<file path="src/rtl/bus_sequencer_if.sv">
// Instruction handshake and datapath control bus between the sequencer and the CPU datapath.
// An instruction transfers on a rising edge where instr_valid and instr_ready are both 1; instr_valid may stay high, and ready rises only in IDLE.
interface bus_sequencer_if;
  logic       instr_valid;
  logic       instr_ready;
  logic       imm_instruction;
  logic [3:0] data_bus_sel;
  logic       pc_load_en;
  logic       ir_load_en;
  logic       sel_field_load_en;
  logic       alu_src1_load_en;
  logic       alu_src2_load_en;
  logic       rf_write_read;

  modport master (
    input  instr_valid, imm_instruction,
    output instr_ready, data_bus_sel, pc_load_en, ir_load_en, sel_field_load_en,
           alu_src1_load_en, alu_src2_load_en, rf_write_read
  );

  modport slave (
    output instr_valid, imm_instruction,
    input  instr_ready, data_bus_sel, pc_load_en, ir_load_en, sel_field_load_en,
           alu_src1_load_en, alu_src2_load_en, rf_write_read
  );
endinterface

</file>
<file path="src/rtl/bus_sequencer.sv">
// Multi-cycle instruction sequencer: steps each instruction through operand select/read,
// write-back and PC increment on a shared data bus, with optional single-step halting.
module bus_sequencer (
  input  logic                   clk,
  input  logic                   rst_n,
  bus_sequencer_if.master        bus,
  input  logic                   step_mode,
  input  logic                   step_req,
  output logic                   busy,
  output logic [3:0]             state_out,
  output logic [7:0]             retired_count
);

  typedef enum logic [3:0] {
    S_IDLE  = 4'd0,
    S_SEL1  = 4'd1,
    S_RD1   = 4'd2,
    S_SEL2  = 4'd3,
    S_RD2   = 4'd4,
    S_SELD  = 4'd5,
    S_WB    = 4'd6,
    S_PCINC = 4'd7,
    S_HALT  = 4'd8
  } state_t;

  localparam logic [3:0] BUS_PC_PLUS_4 = 4'd1;
  localparam logic [3:0] BUS_IR_R1     = 4'd3;
  localparam logic [3:0] BUS_IR_R2     = 4'd4;
  localparam logic [3:0] BUS_IR_RD     = 4'd5;
  localparam logic [3:0] BUS_ALU       = 4'd6;
  localparam logic [3:0] BUS_RF        = 4'd7;
  localparam logic [3:0] BUS_NOP       = 4'd8;

  state_t state;
  state_t next_state;

  always_ff @(posedge clk or negedge rst_n) begin
    if (!rst_n) begin
      state         <= S_IDLE;
      retired_count <= 8'd0;
    end else begin
      state <= next_state;
      if (state == S_PCINC) retired_count <= retired_count + 8'd1;
    end
  end

  always_comb begin
    next_state = state;
    case (state)
      S_IDLE:  if (bus.instr_valid) next_state = S_SEL1;
      S_SEL1:  next_state = S_RD1;
      S_RD1:   next_state = S_SEL2;
      S_SEL2:  next_state = bus.imm_instruction ? S_SELD : S_RD2;
      S_RD2:   next_state = S_SELD;
      S_SELD:  next_state = S_WB;
      S_WB:    next_state = S_PCINC;
      S_PCINC: next_state = step_mode ? S_HALT : S_IDLE;
      S_HALT:  if (step_req || !step_mode) next_state = S_IDLE;
      default: next_state = S_IDLE;
    endcase
  end

  // Purely decoded from state and live inputs so reset silences every strobe without a clock edge.
  always_comb begin
    bus.instr_ready       = 1'b0;
    bus.data_bus_sel      = BUS_NOP;
    bus.pc_load_en        = 1'b0;
    bus.ir_load_en        = 1'b0;
    bus.sel_field_load_en = 1'b0;
    bus.alu_src1_load_en  = 1'b0;
    bus.alu_src2_load_en  = 1'b0;
    bus.rf_write_read     = 1'b0;
    busy                  = 1'b0;
    case (state)
      S_IDLE: begin
        bus.instr_ready = 1'b1;
        bus.ir_load_en  = bus.instr_valid;
      end
      S_SEL1: begin
        bus.data_bus_sel      = BUS_IR_R1;
        bus.sel_field_load_en = 1'b1;
        busy                  = 1'b1;
      end
      S_RD1: begin
        bus.data_bus_sel     = BUS_RF;
        bus.alu_src1_load_en = 1'b1;
        busy                 = 1'b1;
      end
      S_SEL2: begin
        bus.data_bus_sel      = BUS_IR_R2;
        bus.alu_src2_load_en  = bus.imm_instruction;
        bus.sel_field_load_en = !bus.imm_instruction;
        busy                  = 1'b1;
      end
      S_RD2: begin
        bus.data_bus_sel     = BUS_RF;
        bus.alu_src2_load_en = 1'b1;
        busy                 = 1'b1;
      end
      S_SELD: begin
        bus.data_bus_sel      = BUS_IR_RD;
        bus.sel_field_load_en = 1'b1;
        busy                  = 1'b1;
      end
      S_WB: begin
        bus.data_bus_sel  = BUS_ALU;
        bus.rf_write_read = 1'b1;
        busy              = 1'b1;
      end
      S_PCINC: begin
        bus.data_bus_sel = BUS_PC_PLUS_4;
        bus.pc_load_en   = 1'b1;
        busy             = 1'b1;
      end
      default: ;
    endcase
  end

  assign state_out = state;

endmodule

</file>
<file path="src/flat_wrapper.sv">
// flat-port wrapper written by rule: the top's interface ports become plain ports
module bus_sequencer_flat 
  (clk, rst_n, step_mode, step_req, busy, state_out, retired_count, bus_instr_valid, bus_imm_instruction, bus_instr_ready, bus_data_bus_sel, bus_pc_load_en, bus_ir_load_en, bus_sel_field_load_en, bus_alu_src1_load_en, bus_alu_src2_load_en, bus_rf_write_read);
  bus_sequencer_if bus_i ();
  input  logic clk;
  input  logic rst_n;
  input  logic step_mode;
  input  logic step_req;
  output logic busy;
  output logic [3:0] state_out;
  output logic [7:0] retired_count;
  input wire logic [$bits(bus_i.instr_valid)-1:0] bus_instr_valid;
  input wire logic [$bits(bus_i.imm_instruction)-1:0] bus_imm_instruction;
  output wire logic [$bits(bus_i.instr_ready)-1:0] bus_instr_ready;
  output wire logic [$bits(bus_i.data_bus_sel)-1:0] bus_data_bus_sel;
  output wire logic [$bits(bus_i.pc_load_en)-1:0] bus_pc_load_en;
  output wire logic [$bits(bus_i.ir_load_en)-1:0] bus_ir_load_en;
  output wire logic [$bits(bus_i.sel_field_load_en)-1:0] bus_sel_field_load_en;
  output wire logic [$bits(bus_i.alu_src1_load_en)-1:0] bus_alu_src1_load_en;
  output wire logic [$bits(bus_i.alu_src2_load_en)-1:0] bus_alu_src2_load_en;
  output wire logic [$bits(bus_i.rf_write_read)-1:0] bus_rf_write_read;
  assign bus_i.instr_valid = bus_instr_valid;
  assign bus_i.imm_instruction = bus_imm_instruction;
  assign bus_instr_ready = bus_i.instr_ready;
  assign bus_data_bus_sel = bus_i.data_bus_sel;
  assign bus_pc_load_en = bus_i.pc_load_en;
  assign bus_ir_load_en = bus_i.ir_load_en;
  assign bus_sel_field_load_en = bus_i.sel_field_load_en;
  assign bus_alu_src1_load_en = bus_i.alu_src1_load_en;
  assign bus_alu_src2_load_en = bus_i.alu_src2_load_en;
  assign bus_rf_write_read = bus_i.rf_write_read;
  bus_sequencer u_core (.clk(clk), .rst_n(rst_n), .bus(bus_i), .step_mode(step_mode), .step_req(step_req), .busy(busy), .state_out(state_out), .retired_count(retired_count));
endmodule
</file>
<file path="config.mk">
export PLATFORM = sky130hd
export DESIGN_NAME = bus_sequencer_flat
export DESIGN_NICKNAME = d
export VERILOG_FILES = /design/src/rtl/bus_sequencer_if.sv /design/src/rtl/bus_sequencer.sv /design/src/flat_wrapper.sv
export SDC_FILE = /design/constraint.sdc
export NUM_CORES = 1
export LEC_CHECK = 0
export CAP_MARGIN = 10
export CORE_UTILIZATION = 25
export DETAILED_ROUTE_END_ITERATION = 12
export HOLD_SLACK_MARGIN = 0.02
export PLACE_DENSITY_LB_ADDON = 0.25
export REMOVE_ABC_BUFFERS = 1
export SLEW_MARGIN = 20
export SYNTH_ARGS = -nofsm -noshare
export SYNTH_HDL_FRONTEND = slang
export SYNTH_SLANG_ARGS = --single-unit
</file>
<file path="constraint.sdc">
create_clock -name clk -period 1.54 [get_ports clk]
set_input_delay 0.231 -clock clk [delete_from_list [all_inputs] [get_ports clk]]
set_output_delay 0.231 -clock clk [all_outputs]
set_load 0.1 [all_outputs]
</file>
==> metrics, run 1 <==
Yosys top cell by area dfrtp_1; CP endpoint kind output port; worst endpoint required time 1.31 ns; setup ws final -0.2302 ns; share of post-route cells with drive strength above 1 0.5794; Slew Limit Fails 0; reg2reg start u_core.state_out[1]; Slowest-stage cell, CP dfrtp_2; H-tree depth 1; final wirelength 2.081 mm; Layout Nets 134; Worst Hold Class input port to asynchronous set/reset pin; clock slew at reported path FFs 0.08 ns; CTS Root Cell clkbuf_4; met1 wire length 836 microns; Syn Std Cell Area 670.6 sq um; GRT Util Overall 0.1496; Chip Width 53.80 microns; CP peak stage delay 0.48 ns; DR DRC count 0; First-pass DRT Iterations 4; grt total ovfl 0; failing checks setup timing; startpoint type of the worst setup path flip-flop; clock skew 0.001760 ns; worst skew pair latency 0.28 ns; met3 wire len 159 microns; most common cell in the netlist dfrtp_1; Worst Path Max Fanout 7; CTS tree done; DRT iter0 DRCs 5; warnings from Yosys 0; # hold bufs at CTS 0; clock sinks 12; Post-DRT Antenna Nets 0; Syn-to-layout area delta 135.3%; period utilization 1.149; RD Place Congestion 0.7370; Post-Layout Cell Count 156; RSZ-0062 raised after global routing true; post-synthesis cell type count 28; slew margin rel. 0.6247; DR vias 738; I/O Pins 30; cts bufs inserted 3; vias in the first global route 679; most instantiated cells after synthesis dfrtp_1, nor2_1, nand2_1; Cell Chain, Critical Path buf_6 -> xor2_1 -> o22ai_1 -> nor2_2 -> buf_12; Post-synth EDFFs 0; Fin. Hold Viols 0; fin crit period 1.770 ns; max layer used met4; routed len/inst 13.34 microns; Antenna diodes 0; Gate Count Post-Synth 71; syn avg cell area 9.446 sq um; # rows 18; WL met2 1.074 mm; R2R Setup Slk -0.02 ns; post-synthesis register bit count 12; critical path class flip-flop to output port; Bufs on Longest Clock Path 2; status finished, violations left; ys flop type dfrtp_1; Reg2Reg Depth 6; initial antenna violation count 0; die span in y 53.80 microns; Final Util 0.6311; fmax 564.9 MHz; register area share after synthesis 0.4478; FFs w/ async S/R, synth 1.000; max cap viols 0; post-DP HPWL 1.329 mm; Synth top area share 0.4478; worst-margin pin slew 0.5612 ns; first-pass GRT wire length 3.063 mm; final setup vio count 13; PortBufs 29; FF-to-FF End u_core.retired_count[7]; Core Area 2500 sq um; Starting Density 0.2683; top cells by area, synth dfrtp_1, xor2_1, xnor2_1; die area 2894 sq um; Arr. time, crit path 1.54 ns; TNS Setup -2.039 ns; vias per cell 4.731; largest net degree at the start of global routing 16; Placed Cells incl. Taps 140
registers in the layout, indices dropped and copies added (netlist names):
register	count
u_core.retired_count	8
u_core.state_out	4
how the worst max path moves through the flow:
stage | from | endpoint | slack, ns | depth (start not counted)
4_1_cts | u_core.state_out[1] | bus_data_bus_sel[0] | -0.24 | 5
6_report | u_core.state_out[1] | bus_data_bus_sel[0] | -0.23 | 5
3_5_place_dp | bus_imm_instruction | bus_alu_src2_load_en | -0.08 | 5
2_1_floorplan | u_core.state_out[2] | bus_ir_load_en | -3.69 | 2
3_3_place_gp | u_core.state_out[1] | bus_rf_write_read | -0.03 | 4
5_1_grt | u_core.state_out[1] | bus_data_bus_sel[0] | -0.29 | 5
stage by stage:
step / cell area, sq um / hold WS, ns / setup WS, ns
finish: 1578 / 0.3093 / -0.2302
global route: 1578 / 0.3397 / -0.2902
CTS: 1486 / 0.3206 / -0.2382
detailed placement: 1338 / 0.5219 / -0.07934
global placement: 1338 / 0.5146 / -0.03456
floorplan: 651.9 / -0.06459 / -3.691
cell families (layout without fill, tap and decap cells):
kind of cell / count (synthesis) / in the layout / share of synthesized area
AND/OR/NAND/NOR: 34 / 34 / 0.2948
flip-flops: 12 / 12 / 0.4478
XOR/XNOR: 10 / 10 / 0.1306
AO/OA/AOI/OAI: 7 / 7 / 0.06345
buffers and inverters: 7 / 62 / 0.04476
adder cells (fa/ha/maj): 1 / 1 / 0.01865
routing by layer:
layer / up-vias / track usage
met5: - / 0
met4: 0 / 0.05263
met3: 2 / 0.06780
met2: 30 / 0.2613
met1: 354 / 0.1564
li1: 352 / -
area by class of cell:
| class | count | area, sq um |
|---|---|---|
| Sequential cell | 12 | 304.0 |
| Tap cell | 30 | 37.54 |
| Inverter | 3 | 13.76 |
| Timing Repair Buffer | 55 | 757.0 |
| Multi-Input combinational cell | 52 | 429.2 |
| Fill cell | 209 | 922.1 |
| Clock buffer | 4 | 36.28 |
cell usage in the layout, fill, tap and decap left out:
| master | count |
|---|---|
| clkbuf_4 | 3 |
| nor3_4 | 1 |
| nand2_1 | 7 |
| nor3_2 | 4 |
| dfrtp_2 | 3 |
| clkdlybuf4s50_1 | 5 |
| nor4bb_4 | 1 |
| nor3_1 | 1 |
| xnor2_1 | 4 |
| o21a_1 | 1 |
| a31oi_1 | 1 |
| buf_12 | 25 |
| a21oi_1 | 1 |
| o21ai_0 | 2 |
| nor4b_2 | 1 |
| nand3b_1 | 1 |
| dfrtp_1 | 9 |
| and2_4 | 1 |
| o22ai_1 | 1 |
| nand4_1 | 1 |
| and3_1 | 1 |
| a21boi_0 | 1 |
| nor4_4 | 2 |
| inv_2 | 1 |
| nor2_2 | 2 |
| nor3b_2 | 1 |
| buf_4 | 20 |
| buf_6 | 5 |
| inv_4 | 1 |
| inv_1 | 1 |
| ha_1 | 1 |
| nand3_1 | 2 |
| nand4b_4 | 1 |
| nor2_1 | 6 |
| xor2_1 | 6 |
| nor2b_1 | 1 |
| clkbuf_8 | 1 |
critical path, delay by kind of cell, from the launching register on:
family	cells	cell delay, ns
xor gates and xnor gates	1	0.15
DFF	1	0.48
AOI/OAI and AO/OA	1	0.10
buffers and inverters	2	0.34
and+or+nand+nor	1	0.17
repair_timing:
item | CTS | global route
gates resized for setup | 17 | 10
buffers inserted | 6 | 6
hold endpoints to repair | 0 | 0
endpoints found under the setup margin | 12 | 12
pin swaps | 6 | 3
Power of run 1 is not shown: default switching activity piles up to over one toggle a cycle in this logic, so the estimate is an artifact.
==> run 2, diff against run 1 <==
--- a/config.mk
+++ b/config.mk
@@ -6,7 +6,7 @@
 export NUM_CORES = 1
 export LEC_CHECK = 0
 export CAP_MARGIN = 10
-export CORE_UTILIZATION = 25
+export CORE_UTILIZATION = 40
 export DETAILED_ROUTE_END_ITERATION = 12
 export HOLD_SLACK_MARGIN = 0.02
 export PLACE_DENSITY_LB_ADDON = 0.25
==> run 2 against run 1 <==
Against the previous run:
- synthesized cell count unchanged
- the flow now stops in clock tree synthesis (4_1_cts)
- synthesized area unchanged
==> metrics, run 2 <==
status stopped before the end; Exit stage clock tree synthesis (4_1_cts); stop err [ERROR DPL-0038] Utilization greater than 100%, impossible to legalize; FFs w/ async S/R, synth 1.000 (unchanged); register area share after synthesis 0.4478 (unchanged); Gate Count Post-Synth 71 (unchanged); CTS Root Cell clkbuf_4; post-synthesis register bit count 12 (unchanged); # rows 14 (-4); most instantiated cells after synthesis dfrtp_1, nor2_1, nand2_1; Synth top area share 0.4478 (unchanged); Chip Width 42.95 microns (-20%); Starting Density 0.4351 (+0.1668); Bufs on Longest Clock Path 2 (unchanged); clock sinks 12 (unchanged); top cells by area, synth dfrtp_1, xor2_1, xnor2_1; cts bufs inserted 3 (unchanged); I/O Pins 30 (unchanged); ys flop type dfrtp_1; RD Place Congestion 0.7658 (+3.9%); Post-synth EDFFs 0 (unchanged); Yosys top cell by area dfrtp_1; H-tree depth 1 (unchanged); pre-CTS WS -0.1376 ns (-0.05828 ns); warnings from Yosys 0 (unchanged); post-synthesis cell type count 28 (unchanged); most common cell in the netlist dfrtp_1; # hold bufs at CTS 0 (unchanged); Placed Cells incl. Taps 131 (-6.4%); postcts setup bufs 13 (+7); PortBufs 29 (unchanged); Syn Std Cell Area 670.6 sq um (unchanged); syn avg cell area 9.446 sq um (unchanged); post_cts resized 38 (+21); die span in y 42.95 microns (-20%); post-DP HPWL 1.688 mm (+27%)
==> run 2: cell counts after synthesis <==
No cell type changed its count.
==> run 2: logic make-up after synthesis <==
group / Yosys count / synth area share
and+or+nand+nor: 34 / 0.2948
AOI/OAI and AO/OA: 7 / 0.06345
adders and majority gates: 1 / 0.01865
xor gates and xnor gates: 10 / 0.1306
DFF: 12 / 0.4478
buffers and inverters: 7 / 0.04476
==> run 2: through the flow <==
stage | setup TNS (ns) | hold WS (ns) | utilization | instance area, sq um
after detailed placement | -0.3500 | 0.5261 | 0.8726 | 1345
after global placement | -0.01780 | 0.5148 | 0.8726 | 1345
after floorplan | -31.36 | -0.06459 | - | 651.9
==> run 3, diff against run 2 <==
--- a/config.mk
+++ b/config.mk
@@ -6,10 +6,10 @@
 export NUM_CORES = 1
 export LEC_CHECK = 0
 export CAP_MARGIN = 10
-export CORE_UTILIZATION = 40
+export CORE_AREA = 2 2 63 65
 export DETAILED_ROUTE_END_ITERATION = 12
-export HOLD_SLACK_MARGIN = 0.02
-export PLACE_DENSITY_LB_ADDON = 0.25
+export DIE_AREA = 0 0 65 67
+export PLACE_DENSITY_LB_ADDON = 0.15
 export REMOVE_ABC_BUFFERS = 1
 export SLEW_MARGIN = 20
 export SYNTH_ARGS = -nofsm -noshare
==> run 3 against run 2 <==
Against the previous run:
- the flow now finishes, with violations (setup timing)
==> metrics, run 3 (synthesis results as in run 1) <==
DR DRC count 0; Most flops, register u_core.retired_count; I/O Pins 30 (unchanged); post-DP HPWL 1.434 mm (-15%); clock sinks 12 (unchanged); RSZ-0062 raised after global routing true; GRT Util Overall 0.09006; Syn-to-layout area delta 138.4%; H-tree depth 1 (unchanged); DR vias 691; Slowest-stage cell, CP dfrtp_2; PortBufs 29 (unchanged); Starting Density 0.1860 (-0.2491); commonest non-fill, non-tap cell in the layout buf_12; pre-CTS WS -0.03569 ns (+0.1019 ns); clock skew 0.003022 ns; failing checks setup timing; fillers 335; die span in y 67 microns (+56%); fmax 588.6 MHz; hold_ws 0.3416 ns; DRT iter0 DRCs 19; final wirelength 1.853 mm; number of flip-flops in the largest register 8; CP peak stage delay 0.47 ns; reg2reg start u_core.state_out[2]; Fin. Hold Viols 0; initial antenna violation count 0; R2R Setup Slk 0.07 ns; Bufs on Longest Clock Path 2 (unchanged); Worst Path Max Fanout 8; setup ws final -0.1588 ns; Placed Cells incl. Taps 163 (+24%); Post-DRT Antenna Nets 0; routed len/inst 10.47 microns; slew margin rel. 0.6447; CTS tree done; share of post-route cells with drive strength above 1 0.5736; most frequent cells in the layout buf_12, buf_4, dfrtp_1; status finished, violations left; largest net degree at the start of global routing 13; fin crit period 1.699 ns; worst-margin pin slew 0.5313 ns; RD Place Congestion 0.7359 (-3.9%); first-pass GRT wire length 3.084 mm; cts bufs inserted 3 (unchanged); vias in the first global route 685; startpoint type of the worst setup path flip-flop; Worst Hold Class input port to asynchronous set/reset pin; Cell Chain, Critical Path buf_6 -> o21a_1 -> nor3_1 -> buf_4 -> buf_12; worst endpoint required time 1.31 ns; CTS Root Cell clkbuf_8; Core Area 3606 sq um; CP endpoint kind output port; # rows 22 (+8); vias per cell 3.904; FF-to-FF End u_core.retired_count[3]; critical path class flip-flop to output port; worst skew pair latency 0.24 ns; die area 4355 sq um; clock slew at reported path FFs 0.06 ns; grt total ovfl 0; Antenna diodes 0; Reg2Reg Depth 7; Post-Layout Cell Count 177; Chip Width 65 microns (+51%); Layout Nets 137; Arr. time, crit path 1.47 ns; final setup vio count 12; max cap viols 0; First-pass DRT Iterations 4; Slew Limit Fails 0; period utilization 1.103
## run 3: layout make-up
type / instances / area (sq um) / area share
repair buffers: 58 / 775.7 / 0.4851
multi-input cells: 52 / 390.4 / 0.2441
flip-flops and latches: 12 / 304.0 / 0.1901
well taps: 48 / 60.06 / 0.03756
clock buffers: 4 / 55.05 / 0.03443
inverters: 3 / 13.76 / 0.008607
## run 3: worst max-delay path, delay by kind of cell, from the launching register on
| family | cells | cell delay [ns] |
|---|---|---|
| buffers and inverters | 3 | 0.45 |
| flip-flops | 1 | 0.47 |
| AO/OA/AOI/OAI | 1 | 0.17 |
| AND/OR/NAND/NOR | 1 | 0.12 |
## run 3: worst max path at each step
stage	start	end	slack, ns	depth (start not counted)
6_report	u_core.state_out[2]	bus_sel_field_load_en	-0.16	5
3_5_place_dp	bus_imm_instruction	bus_alu_src2_load_en	-0.04	5
3_3_place_gp	bus_imm_instruction	bus_alu_src2_load_en	-0.02	5
2_1_floorplan	u_core.state_out[2]	bus_ir_load_en	-3.69	2
5_1_grt	u_core.state_out[2]	bus_sel_field_load_en	-0.20	5
4_1_cts	u_core.state_out[2]	bus_data_bus_sel[0]	-0.17	5
## run 3: what timing repair did
action	in CTS	in global routing
pin swaps	4	4
hold buffers	0	0
endpoints found under the setup margin	12	13
endpoints found under the hold margin	0	0
buffers inserted	2	8
resized for setup	11	10
## run 3: stage by stage
step	util	cell area, sq um	TNS, ns
2_1_floorplan	-	651.9	-31.36
5_1_grt	0.4434	1599	-2.100
6_report	0.4434	1599	-1.236
3_5_place_dp	0.3876	1398	-0.03569
4_1_cts	0.4153	1498	-1.488
3_3_place_gp	0.3876	1398	-0.01743
## run 3: metal layers
metal,up-vias,share of wire,track usage
met5,-,0,0
met4,0,0,0.03989
met3,0,0.023,0.01520
met2,11,0.50,0.1379
met1,322,0.48,0.1236
li1,358,-,-
Power of run 3 is left out for the same reason.
